===== src/rtl/fetch_pc_unit_pkg.sv =====
// Shared types and constants for the fetch PC unit: state encoding,
// output-slot payload and the reset PC.
package fetch_pc_unit_pkg;

    typedef logic        u1;
    typedef logic [31:0] u32;
    typedef logic [63:0] u64;

    localparam u1 ON  = 1'b1;
    localparam u1 OFF = 1'b0;

    localparam u64 PC_RESET = 64'h0000_0000_8000_0000;
    localparam u64 PC_STEP  = 64'd4;

    typedef enum logic [1:0] {
        FETCH = 2'd0,
        HOLD  = 2'd1,
        DRAIN = 2'd2
    } fetch_state_t;

    typedef struct packed {
        u64 pc;
        u32 instr;
        u1  exc;
    } fetch_out_t;

    function automatic u1 pc_aligned(input u64 pc);
        return (pc[1:0] == 2'b00);
    endfunction

endpackage


===== src/rtl/fetch_out_reg.sv =====
// Fetch/decode output slot: holds one {pc, instr, exc} entry under a
// valid/ready handshake; flush empties it without delivering the entry.
module fetch_out_reg
    import fetch_pc_unit_pkg::*;
(
    input  logic       clk,
    input  logic       reset_n,
    input  logic       load,
    input  fetch_out_t load_data,
    input  logic       flush,
    input  logic       ready,
    output logic       valid,
    output fetch_out_t data
);

    // Payload only changes on load, so it stays stable while decode stalls.
    always_ff @(posedge clk or negedge reset_n) begin
        if (!reset_n) begin
            valid <= OFF;
            data  <= '0;
        end else if (flush) begin
            valid <= OFF;
        end else if (load) begin
            valid <= ON;
            data  <= load_data;
        end else if (valid && ready) begin
            valid <= OFF;
        end
    end

endmodule


===== src/rtl/fetch_pc_unit.sv =====
// Fetch-stage PC register and instruction-bus front end. One bus request at
// a time; redirects during an in-flight request drain the stale response.
module fetch_pc_unit
    import fetch_pc_unit_pkg::*;
#(
    parameter u64 RESET_PC = PC_RESET
) (
    input  logic         clk,
    input  logic         reset_n,
    input  logic         redirect_valid,
    input  logic [63:0]  redirect_pc,
    output logic         ireq_valid,
    output logic [63:0]  ireq_addr,
    input  logic         iresp_ok,
    input  logic [31:0]  iresp_data,
    output logic         out_valid,
    input  logic         out_ready,
    output logic [63:0]  out_pc,
    output logic [31:0]  out_instr,
    output logic         out_exc,
    output fetch_state_t fsm_state
);

    fetch_state_t state, state_next;
    u64           pc, pc_next;
    u64           pend_pc, pend_next;
    logic         slot_load, slot_flush;
    fetch_out_t   slot_data, slot_q;

    always_ff @(posedge clk or negedge reset_n) begin
        if (!reset_n) state <= FETCH;
        else          state <= state_next;
    end

    always_ff @(posedge clk or negedge reset_n) begin
        if (!reset_n) begin
            pc      <= RESET_PC;
            pend_pc <= '0;
        end else begin
            pc      <= pc_next;
            pend_pc <= pend_next;
        end
    end

    always_comb begin
        state_next = state;
        pc_next    = pc;
        pend_next  = pend_pc;
        slot_load  = OFF;
        slot_flush = OFF;
        slot_data  = '{pc: pc, instr: iresp_data, exc: OFF};
        unique case (state)
            FETCH: begin
                if (pc_aligned(pc)) begin
                    if (iresp_ok && !redirect_valid) begin
                        slot_load  = ON;
                        pc_next    = pc + PC_STEP;
                        state_next = HOLD;
                    end else if (iresp_ok) begin
                        pc_next = redirect_pc;
                    end else if (redirect_valid) begin
                        pend_next  = redirect_pc;
                        state_next = DRAIN;
                    end
                end else if (redirect_valid) begin
                    pc_next = redirect_pc;
                end else begin
                    // Misaligned PC never reaches the bus; report it as an exception entry.
                    slot_load  = ON;
                    slot_data  = '{pc: pc, instr: 32'h0, exc: ON};
                    state_next = HOLD;
                end
            end
            HOLD: begin
                if (redirect_valid) begin
                    slot_flush = ON;
                    pc_next    = redirect_pc;
                    state_next = FETCH;
                end else if (out_ready) begin
                    state_next = FETCH;
                end
            end
            DRAIN: begin
                // The bus must see the stale request through; only the newest target survives.
                if (iresp_ok) begin
                    pc_next    = redirect_valid ? redirect_pc : pend_pc;
                    state_next = FETCH;
                end else if (redirect_valid) begin
                    pend_next = redirect_pc;
                end
            end
            default: state_next = FETCH;
        endcase
    end

    always_comb begin
        ireq_valid = reset_n && ((state == DRAIN) || ((state == FETCH) && pc_aligned(pc)));
        ireq_addr  = pc;
        fsm_state  = state;
    end

    fetch_out_reg u_out_reg (
        .clk       (clk),
        .reset_n   (reset_n),
        .load      (slot_load),
        .load_data (slot_data),
        .flush     (slot_flush),
        .ready     (out_ready),
        .valid     (out_valid),
        .data      (slot_q)
    );

    assign out_pc    = slot_q.pc;
    assign out_instr = slot_q.instr;
    assign out_exc   = slot_q.exc;

endmodule


===== config.mk =====
export PLATFORM = sky130hd
export DESIGN_NAME = fetch_pc_unit
export DESIGN_NICKNAME = d
export VERILOG_FILES = /design/src/rtl/fetch_pc_unit_pkg.sv /design/src/rtl/fetch_out_reg.sv /design/src/rtl/fetch_pc_unit.sv
export SDC_FILE = /design/constraint.sdc
export NUM_CORES = 1
export LEC_CHECK = 0
export ABC_AREA = 1
export ABC_CLOCK_PERIOD_IN_PS = 4960
export CORE_MARGIN = 4
export CORE_UTILIZATION = 47
export DETAILED_ROUTE_END_ITERATION = 10
export PLACE_DENSITY = 0.72
export REMOVE_ABC_BUFFERS = 1
export SLEW_MARGIN = 20
export SYNTH_ARGS = -nofsm -noshare
export SYNTH_HDL_FRONTEND = slang
export SYNTH_SLANG_ARGS = --single-unit

===== constraint.sdc =====
create_clock -name clk -period 4.96 [get_ports clk]
set_clock_uncertainty 0.15 [all_clocks]
set_input_delay 0.496 -clock clk [delete_from_list [all_inputs] [get_ports clk]]
set_output_delay 0.496 -clock clk [all_outputs]
set_load 0.1 [all_outputs]

==> Word-level counts from Yosys, hierarchy flattened <==
Cells that the tools add are included.
{ "totals": {"regBits": 228, "latch_bits": 0, "ramBits": 0, "rom_bits": 0, "in_bits": 101, "output_inout_bits": 165, "wordCells": 66, "mem_count": 0} }
{ "classes": {"add_sub_neg": 1, "multipliers": 0, "n_div": 0, "magnitude_cmp": 0, "eq_ne": 10, "shifts": 0, "muxes": 32, "n_bitwise": 1, "reduce_logical": 15} }
{ "ops": {"columns": ["op", "n"], "rows": [
  ["$mux W64", 9],
  ["$pmux W64 S3", 1],
  ["$pmux W64 S2", 1],
  ["$mux W33", 3],
  ["$add A64 B3 Y64 const B", 1],
  ["$mux W2", 8],
  ["$ne A4 B4 Y1 const B", 3],
  ["$mux W1", 9],
  ["$pmux W2 S3", 1],
  ["$reduce_and A3 Y1", 2],
  ["$reduce_bool A3 Y1", 2],
  ["$reduce_and A5 Y1", 1],
  ["$logic_and A1 B1 Y1", 4],
  ["$logic_not A2 Y1", 2],
  ["$ne A2 B2 Y1 const B", 2],
  ["$ne A3 B2 Y1 const B", 1],
  ["$ne A3 B3 Y1 const B", 1],
  ["$eq A2 B1 Y1 const B", 1],
  ["$eq A2 B2 Y1 const B", 1],
  ["$ne A2 B1 Y1 const B", 1],
  ["$reduce_and A2 Y1", 1],
  ["$reduce_bool A2 Y1", 1],
  ["$logic_not A1 Y1", 1],
  ["$logic_or A1 B1 Y1", 1],
  ["$not A1 Y1", 1]
]} }

==> Logic depth before layout (Yosys ltp) <==
Gate-level depths: netlist of run 1.
{ "depth": {"ltp_word": 7, "ltp_mapped": 14, "depth_no_buf": 13} }

==> Hierarchy <==
From an unflattened synthesis of run 1, not the netlist that was laid out.
{ "unflattened": {"hier_cells": 2312, "hier_area_um2": 15346.0} }
{ "modules_own_cells": {"columns": ["module", "instances", "cells_per_inst", "area_each_um2", "seq_area_each_um2"], "rows": [
  ["fetch_pc_unit", 1, 1887, 11471.0, 3254.4],
  ["fetch_out_reg", 1, 425, 3875.0, 2452.4]
]} }

==> Least setup slack after synthesis of run 1 <==
No wires, ideal clock.
{ "synth_timing": {"kind": "reg2out", "from": "register state[1], in the netlist fsm_state[1]", "to": "output ireq_valid", "arrival_ns": 3.662, "slack_ns": 0.652, "path_stages_with_launch": 5, "path_buffers": 1, "path_cell_list": "dfrtp_1 > ha_1 > clkbuf_2 > inv_2 > a21boi_0"} }
{ "synth_between": {"elab_chain_cells": 4, "word_cells_on_any_way": 5, "classes_between": "eq/ne: 1; reduce/logical: 4"} }
{ "synth_lines": {"columns": ["element", "line", "source"], "rows": [
  ["start, declared", "fetch_pc_unit.sv:24", "fetch_state_t state, state_next;"],
  ["start signal, assigned", "fetch_pc_unit.sv:32", "else state <= state_next;"],
  ["$logic_not A2 Y1", "fetch_pc_unit.sv:97", "ireq_valid = reset_n && ((state == DRAIN) || ((state == FETCH) && pc_aligned(pc)));"],
  ["$logic_and A1 B1 Y1", "fetch_pc_unit.sv:97", null],
  ["$logic_or A1 B1 Y1 *", "fetch_pc_unit.sv:97", null],
  ["$logic_and A1 B1 Y1 *", "fetch_pc_unit.sv:97", null],
  ["end, declared", "fetch_pc_unit.sv:12", "output logic ireq_valid,"]
]} }
Mark *: on every way between the ends. The rest lies on a longest branch, timed or not.

==> Worst setup path after layout of run 1 <==
{ "layout_timing": {"from": "register pc[0], in the netlist ireq_addr[0]", "to": "output ireq_valid"} }
{ "layout_between": {"elab_chain_cells": 4} }
{ "layout_lines": {"columns": ["element", "line", "source"], "rows": [
  ["start, declared", "fetch_pc_unit.sv:25", "u64 pc, pc_next;"],
  ["start signal, assigned", "fetch_pc_unit.sv:40", "pc <= pc_next;"],
  ["$logic_not A2 Y1", "fetch_pc_unit_pkg.sv:28", "return (pc[1:0] == 2'b00);"],
  ["$logic_and A1 B1 Y1", "fetch_pc_unit.sv:97", null],
  ["$logic_or A1 B1 Y1", "fetch_pc_unit.sv:97", null],
  ["$logic_and A1 B1 Y1", "fetch_pc_unit.sv:97", null]
]} }
Every way passes these cells.

==> summary.txt, run 1 <==
Logic synthesis
  – Post-synth top area cell: dfrtp_1
  – Register area share after synthesis: 0.3783
  – Mapped Cells: between 2k and 2.5k
  – Post-synth EDFFs: 0
  – Top cells by count, synth: nand2_1 (683), o21ai_0 (313), dfrtp_1 (227), inv_1 (211), nor2_1 (161)
  – Synthesis-stage register bit count: roughly 230
  – Ys Warns: 0
  – Avg Inst Size Synth: between 6 and 7 µm²
  – Mapped cell area: 15090 µm²
  – Largest cells by area after synthesis: dfrtp_1 (38%), nand2_1 (17%), o21ai_0 (10%)
  – Asr flop ratio synth: 1.000
  – Netlist cell types: between 40 and 50
  – Count leader, synth: nand2_1
  – Synth top area share: 0.3765
  – Ys flop type: dfrtp_1

Final layout
  – Area growth from synthesis to layout: 20.74%
  – Share of cells above drive strength 1: 0.05451
  – Non-filler instance count after layout: roughly 2.8k
  – NumNets Final: roughly 2.4k
  – N_diodes: 0

Timing
  – Setup Total Neg Slack: 0 ns
  – RSZ-0062 raised after global routing: false
  – Final setup fails: 0
  – F_max: 0.2648 GHz
  – Slew headroom: 0.2683
  – Crit path time final: 3.776 ns
  – Pin slew with the least headroom to its limit: ~1.1 ns
  – Slew Viols, Final: 0
  – Hold Vio Cnt, Final: 0
  – Final period util: 0.7613

Drt
  – DRT iter0 DRCs: roughly 1.7k
  – Total iterations of the first detailed-routing run: 6
  – Vias per inst: between 5 and 6
  – Residual DRC: 0
  – Routed Antenna Nets: 0
  – Routed Wire Length: slightly above 50000 µm
  – WL/cell: roughly 19 µm
  – Vias: 15.58k

Worst setup path
  – Crit end category: primary output
  – Reg2Reg Depth: 13
  – FF-to-FF End: ireq_addr[60]$_DFFE_PN0P_
  – Worst R2R Setup Slack: around 1.8 ns
  – Worst Path Arrival: 3.13 ns
  – Crit Reg-Reg Startpoint: ireq_addr[0]$_DFFE_PN0P_
  – Critical Path Start Type: flop
  – CP max FO: 35
  – CP Class: reg2out
  – Worst Path Required: between 4 and 5 ns

Clocking
  – Clock tree buffer depth: 3
  – Total CTS buffers: 26
  – Worst-skew pair later-pin latency: about 0.55 ns
  – TritonCTS clock tree: done
  – H-tree Lvls: 1
  – Clk sink count: around 230
  – Worst-path clk slew: ~0.060 ns
  – CTS root buf: clkbuf_16
  – Post-CTS setup buffers: 0

Floorplanning
  – Die height: 187.2 µm
  – Die area: around 35000 µm²
  – Core Region: between 30000 and 40000 µm²
  – Die X: 187.2 µm
  – I/O pin count: 266
  – FP Rows: 65
  – Initial Util: 0.4768

Flow run
  – Max cap viols: 0

Placement
  – Gpl congestion: a little over 0.9
  – PortBufs: roughly 270
  – DP HPWL: 34950 µm
  – Placed insts: around 2.7k

Global route
  – Overall routing resource usage: 0.2853
  – Initial antenna violation count: 1
  – First-pass GRT wire length: 82160 µm
  – GRT Residual Overflow: 0
  – Pin count of the biggest net entering global routing: about 130
  – Vias in the first global route: approximately 15k

Worst hold path
  – Worst Hold Class: in2async

Status
  – Status: finished clean
[layout make-up]
cell class / count / area [µm²]
multi-input combinational: 1569 / 7462
inverter: 222 / 835.8
clock inverter: 13 / 160.2
clock buffer: 35 / 744.5
tap: 402 / 503.0
timing repair buffer: 281 / 2803
fill: 2944 / 13420
sequential: 228 / 5707
[layer usage]
layer	wire, µm	track usage
met3	4552	0.04479
met2	23680	0.4680
met4	1835	0.1072
met1	21820	0.3829
met5	13	0
[metrics by stage]
step | hold WS, ns | area (µm²) | setup slack (ns) | utilization
2_1_floorplan | 0.05041 | 13980 | -2.130 | -
3_3_place_gp | 0.2461 | 17300 | 1.641 | 0.5468
3_5_place_dp | 0.2485 | 17300 | 1.565 | 0.5468
4_1_cts | 0.2785 | 18220 | 1.182 | 0.5758
5_1_grt | 0.3024 | 18220 | 1.111 | 0.5758
6_report | 0.2715 | 18220 | 1.184 | 0.5758
[timing repair]
action | 4_1_cts | 5_1_grt
hold buffers | 1 | 0
resized for setup | 0 | 0
hold endpoints to repair | 41 | 0
[critical path: stages, from the launching register on]
cell	delay, ns
dfrtp_1	0.44
nor2_4	0.12
buf_4	0.46
nand2_1	0.13
a21boi_0	0.24
clkdlybuf4s50_1	1.18
[logic make-up (layout without fill, tap and decap cells)]
kind of cell / after synthesis / after routing / synth area share
AND/OR/NAND/NOR: 986 / 986 / 0.2691
AO/OA/AOI/OAI: 561 / 561 / 0.2097
buffers and inverters: 411 / 551 / 0.1290
flip-flops: 228 / 228 / 0.3783
XOR/XNOR: 17 / 17 / 0.009870
adder cells (fa/ha/maj): 5 / 5 / 0.004147
[worst max-delay path by stage]
stage	to	start	slack [ns]
final	ireq_valid	ireq_addr[0]$_DFFE_PN0P_	1.18
after global routing	ireq_valid	ireq_addr[0]$_DFFE_PN0P_	1.11
after CTS	ireq_valid	ireq_addr[0]$_DFFE_PN0P_	1.18
after detailed placement	ireq_addr[12]$_DFFE_PN0P_	iresp_ok	1.57
after global placement	ireq_addr[8]$_DFFE_PN0P_	iresp_ok	1.64
after floorplan	pend_pc[0]$_DFFE_PN0P_	fsm_state[1]$_DFFE_PN0P_	-2.13
[layout by cell type (no fill, tap or decap), drive strengths merged]
| master | count |
|---|---|
| nand2 | 698 |
| o21ai | 391 |
| clkdlybuf4s50 | 263 |
| dfrtp | 227 |
| inv | 222 |
| nor2 | 187 |
| nand3 | 81 |
| a21oi | 69 |
| a22o | 44 |
| clkbuf | 35 |
| xor2 | 17 |
| buf | 17 |
| nand4 | 16 |
| a221oi | 12 |
| o22ai | 11 |
| a221o | 9 |
| o21bai | 9 |
| clkinv | 8 |
| o21a | 7 |
| ha | 5 |
| o211ai | 4 |
| nor3 | 3 |
| bufinv | 3 |
| clkinvlp | 2 |
| a21boi | 1 |
| or2 | 1 |
| a31oi | 1 |
| a32oi | 1 |
| a22oi | 1 |
| o2111ai | 1 |
| dlygate4sd3 | 1 |
| dfstp | 1 |
[registers in the layout, summed over array words and instances (netlist names)]
signal           count
u_out_reg.valid      1
fsm_state            2
ireq_addr           64
pend_pc             64
u_out_reg.data      97
Power of run 1 is not shown: default switching activity piles up to over one toggle a cycle in this logic, so the estimate is an artifact.
==> inputs of run 2 (changes only) <==
Settings changed: ABC_CLOCK_PERIOD_IN_PS 4960 to 3800.
Clock period 4.96 ns to 3.8 ns, I/O delays scaled along.
==> run 2 against run 1 <==
Count of clock-buffer cells in the layout grew 2. Routed wire length down 0.14%. Design area is 0.55% higher. Non-clock buffer count up 7. Critical endpoint is now ireq_addr[57]$_DFFE_PN0P_.
==> summary.txt, run 2 (same netlist as run 1, synthesis figures left out) <==
Worst setup path
  – CP Class: reg2reg
  – Worst Setup SP: fsm_state[0]$_DFFE_PN0P_
  – Crit Reg-Reg Startpoint: fsm_state[0]$_DFFE_PN0P_
  – Reg2Reg Depth: 13 (unchanged)
  – Worst Path Required: 4.13 ns (-0.18 ns)
  – CP max FO: 49 (+40%)
  – Crit end category: flop
  – Worst R2R Setup Slack: 0.89 ns (-0.91 ns)
  – FF-to-FF End: ireq_addr[57]$_DFFE_PN0P_
  – Critical Path Start Type: flop
  – Worst Path Arrival: 3.25 ns (+0.12 ns)
  – Critical Path End: ireq_addr[57]$_DFFE_PN0P_

Clocking
  – H-tree Lvls: 1 (unchanged)
  – Worst-skew pair later-pin latency: 0.55 ns (about the same)
  – CTS root buf: clkbuf_16
  – Clk sink count: 228 (unchanged)
  – Post-CTS setup buffers: 0 (unchanged)
  – Total CTS buffers: 27 (+3.8%)
  – Clock tree buffer depth: 3 (unchanged)
  – Worst-path clk slew: 0.06 ns (about the same)
  – TritonCTS clock tree: done

Final layout
  – Area growth from synthesis to layout: 21.41%
  – Commonest non-fill, non-tap cell in the layout: nand2_1
  – Biggest register: u_out_reg.data
  – NumNets Final: 2442 (+0.33%)
  – Most frequent cells in the layout: nand2_1 (683), o21ai_0 (313), clkdlybuf4s50_1 (262)
  – N_diodes: 0 (unchanged)
  – Max reg flops: 97 (unchanged)
  – Post-route core utilization: 0.5789 (+0.003164)
  – Share of cells above drive strength 1: 0.05652 (+0.002009)

Drt
  – Routed Antenna Nets: 0 (unchanged)
  – Vias: 15.63k (+0.33%)
  – WL/cell: 18.81 µm (-0.33%)
  – Vias per inst: 5.674 (+0.15%)
  – Residual DRC: 0 (unchanged)
  – DRT iter0 DRCs: 1617 (-6.7%)
  – Routed Wire Length: 51820 µm (-0.14%)
  – Total iterations of the first detailed-routing run: 9 (+3)

Timing
  – RSZ-0062 raised after global routing: false
  – Crit path time final: between 2 and 3 ns
  – Final period util: 0.7669
  – Slew headroom: 0.2729 (+0.004610)
  – Slew Viols, Final: 0 (unchanged)
  – Final setup fails: 0 (unchanged)
  – F_max: between 0.3 and 0.4 GHz
  – Pin slew with the least headroom to its limit: 1.087 ns (-0.006892 ns)
  – Hold Vio Cnt, Final: 0 (unchanged)

Status
  – Status: finished clean

Floorplanning
  – Die X: 187.2 µm (unchanged)
  – Die area: 35030 µm² (unchanged)
  – I/O pin count: 266 (unchanged)
  – FP Rows: 65 (unchanged)
  – Die height: 187.2 µm (unchanged)
  – Core Region: 31640 µm² (unchanged)
  – Initial Util: 0.4768 (unchanged)

Global route
  – Overall routing resource usage: 0.2834 (-0.001844)
  – GRT Residual Overflow: 0 (unchanged)
  – Initial antenna violation count: 0 (-1)
  – First-pass GRT wire length: 81550 µm (-0.74%)
  – Pin count of the biggest net entering global routing: 129 (unchanged)
  – Vias in the first global route: 14.78k (-2.1%)

Placement
  – PortBufs: 265 (unchanged)
  – Gpl congestion: 0.8990 (-0.84%)
  – DP HPWL: 35010 µm (+0.16%)

Flow run
  – Max cap viols: 0 (unchanged)

Worst hold path
  – Worst Hold Class: in2async
-- run 2: worst min-delay path by stage --
stage	from	depth (start not counted)	endpoint
after floorplan	reset_n	0	fsm_state[0]$_DFFE_PN0P_
after global placement	reset_n	1	u_out_reg.data[96]$_DFFE_PN0P_
after detailed placement	reset_n	1	u_out_reg.data[72]$_DFFE_PN0P_
after CTS	reset_n	2	u_out_reg.data[72]$_DFFE_PN0P_
after global routing	reset_n	2	u_out_reg.data[72]$_DFFE_PN0P_
final	reset_n	2	u_out_reg.data[96]$_DFFE_PN0P_
-- run 2: layout make-up --
type	count	area, µm²
clock buffers	37	773.2
clock inverters	9	128.9
fillers	2959	13320
inverters	222	835.8
multi-input cells	1569	7452
flip-flops and latches	228	5707
well taps	402	503.0
repair buffers	288	2915
-- run 2: metrics by stage --
| step | cells | setup TNS (ns) | hold WS (ns) | setup WS [ns] | cell area (µm²) |
|---|---|---|---|---|---|
| floorplan | 2019 | -305.92 | -0.06559 | -3.290 | 13980 |
| global placement | 2708 | 0 | 0.1475 | 0.9675 | 17400 |
| detailed placement | 2708 | 0 | 0.1517 | 0.9210 | 17400 |
| CTS | 2755 | 0 | 0.1708 | 0.9039 | 18320 |
| global route | 2755 | 0 | 0.1950 | 0.7448 | 18320 |
| finish | 2755 | 0 | 0.1665 | 0.8856 | 18320 |
-- run 2: critical path: stages (launching register included) --
cell and delay, ns:
dfrtp_1 0.42, inv_1 0.11, ha_2 0.27, nand2_1 0.12
nand2_1 0.06, nand2_1 0.06, inv_1 0.05, or2_4 0.49
inv_2 0.14, buf_4 0.51, o21ai_0 0.21, inv_1 0.10
nand2_1 0.05, nand2_1 0.05
-- run 2: what timing repair did --
item / CTS / global route
endpoints found under the hold margin: 44 / 0
hold buffers: 1 / 0
resized for setup: 0 / 0
-- run 2: routing by layer --
metal	part of all wire	global-route usage	up-vias
met5	0	0	-
met4	0.040	0.1075	0
met3	0.094	0.04498	141
met2	0.45	0.4467	852
met1	0.42	0.3954	7293
li1	-	-	7347
Power of run 2 is left out for the same reason.
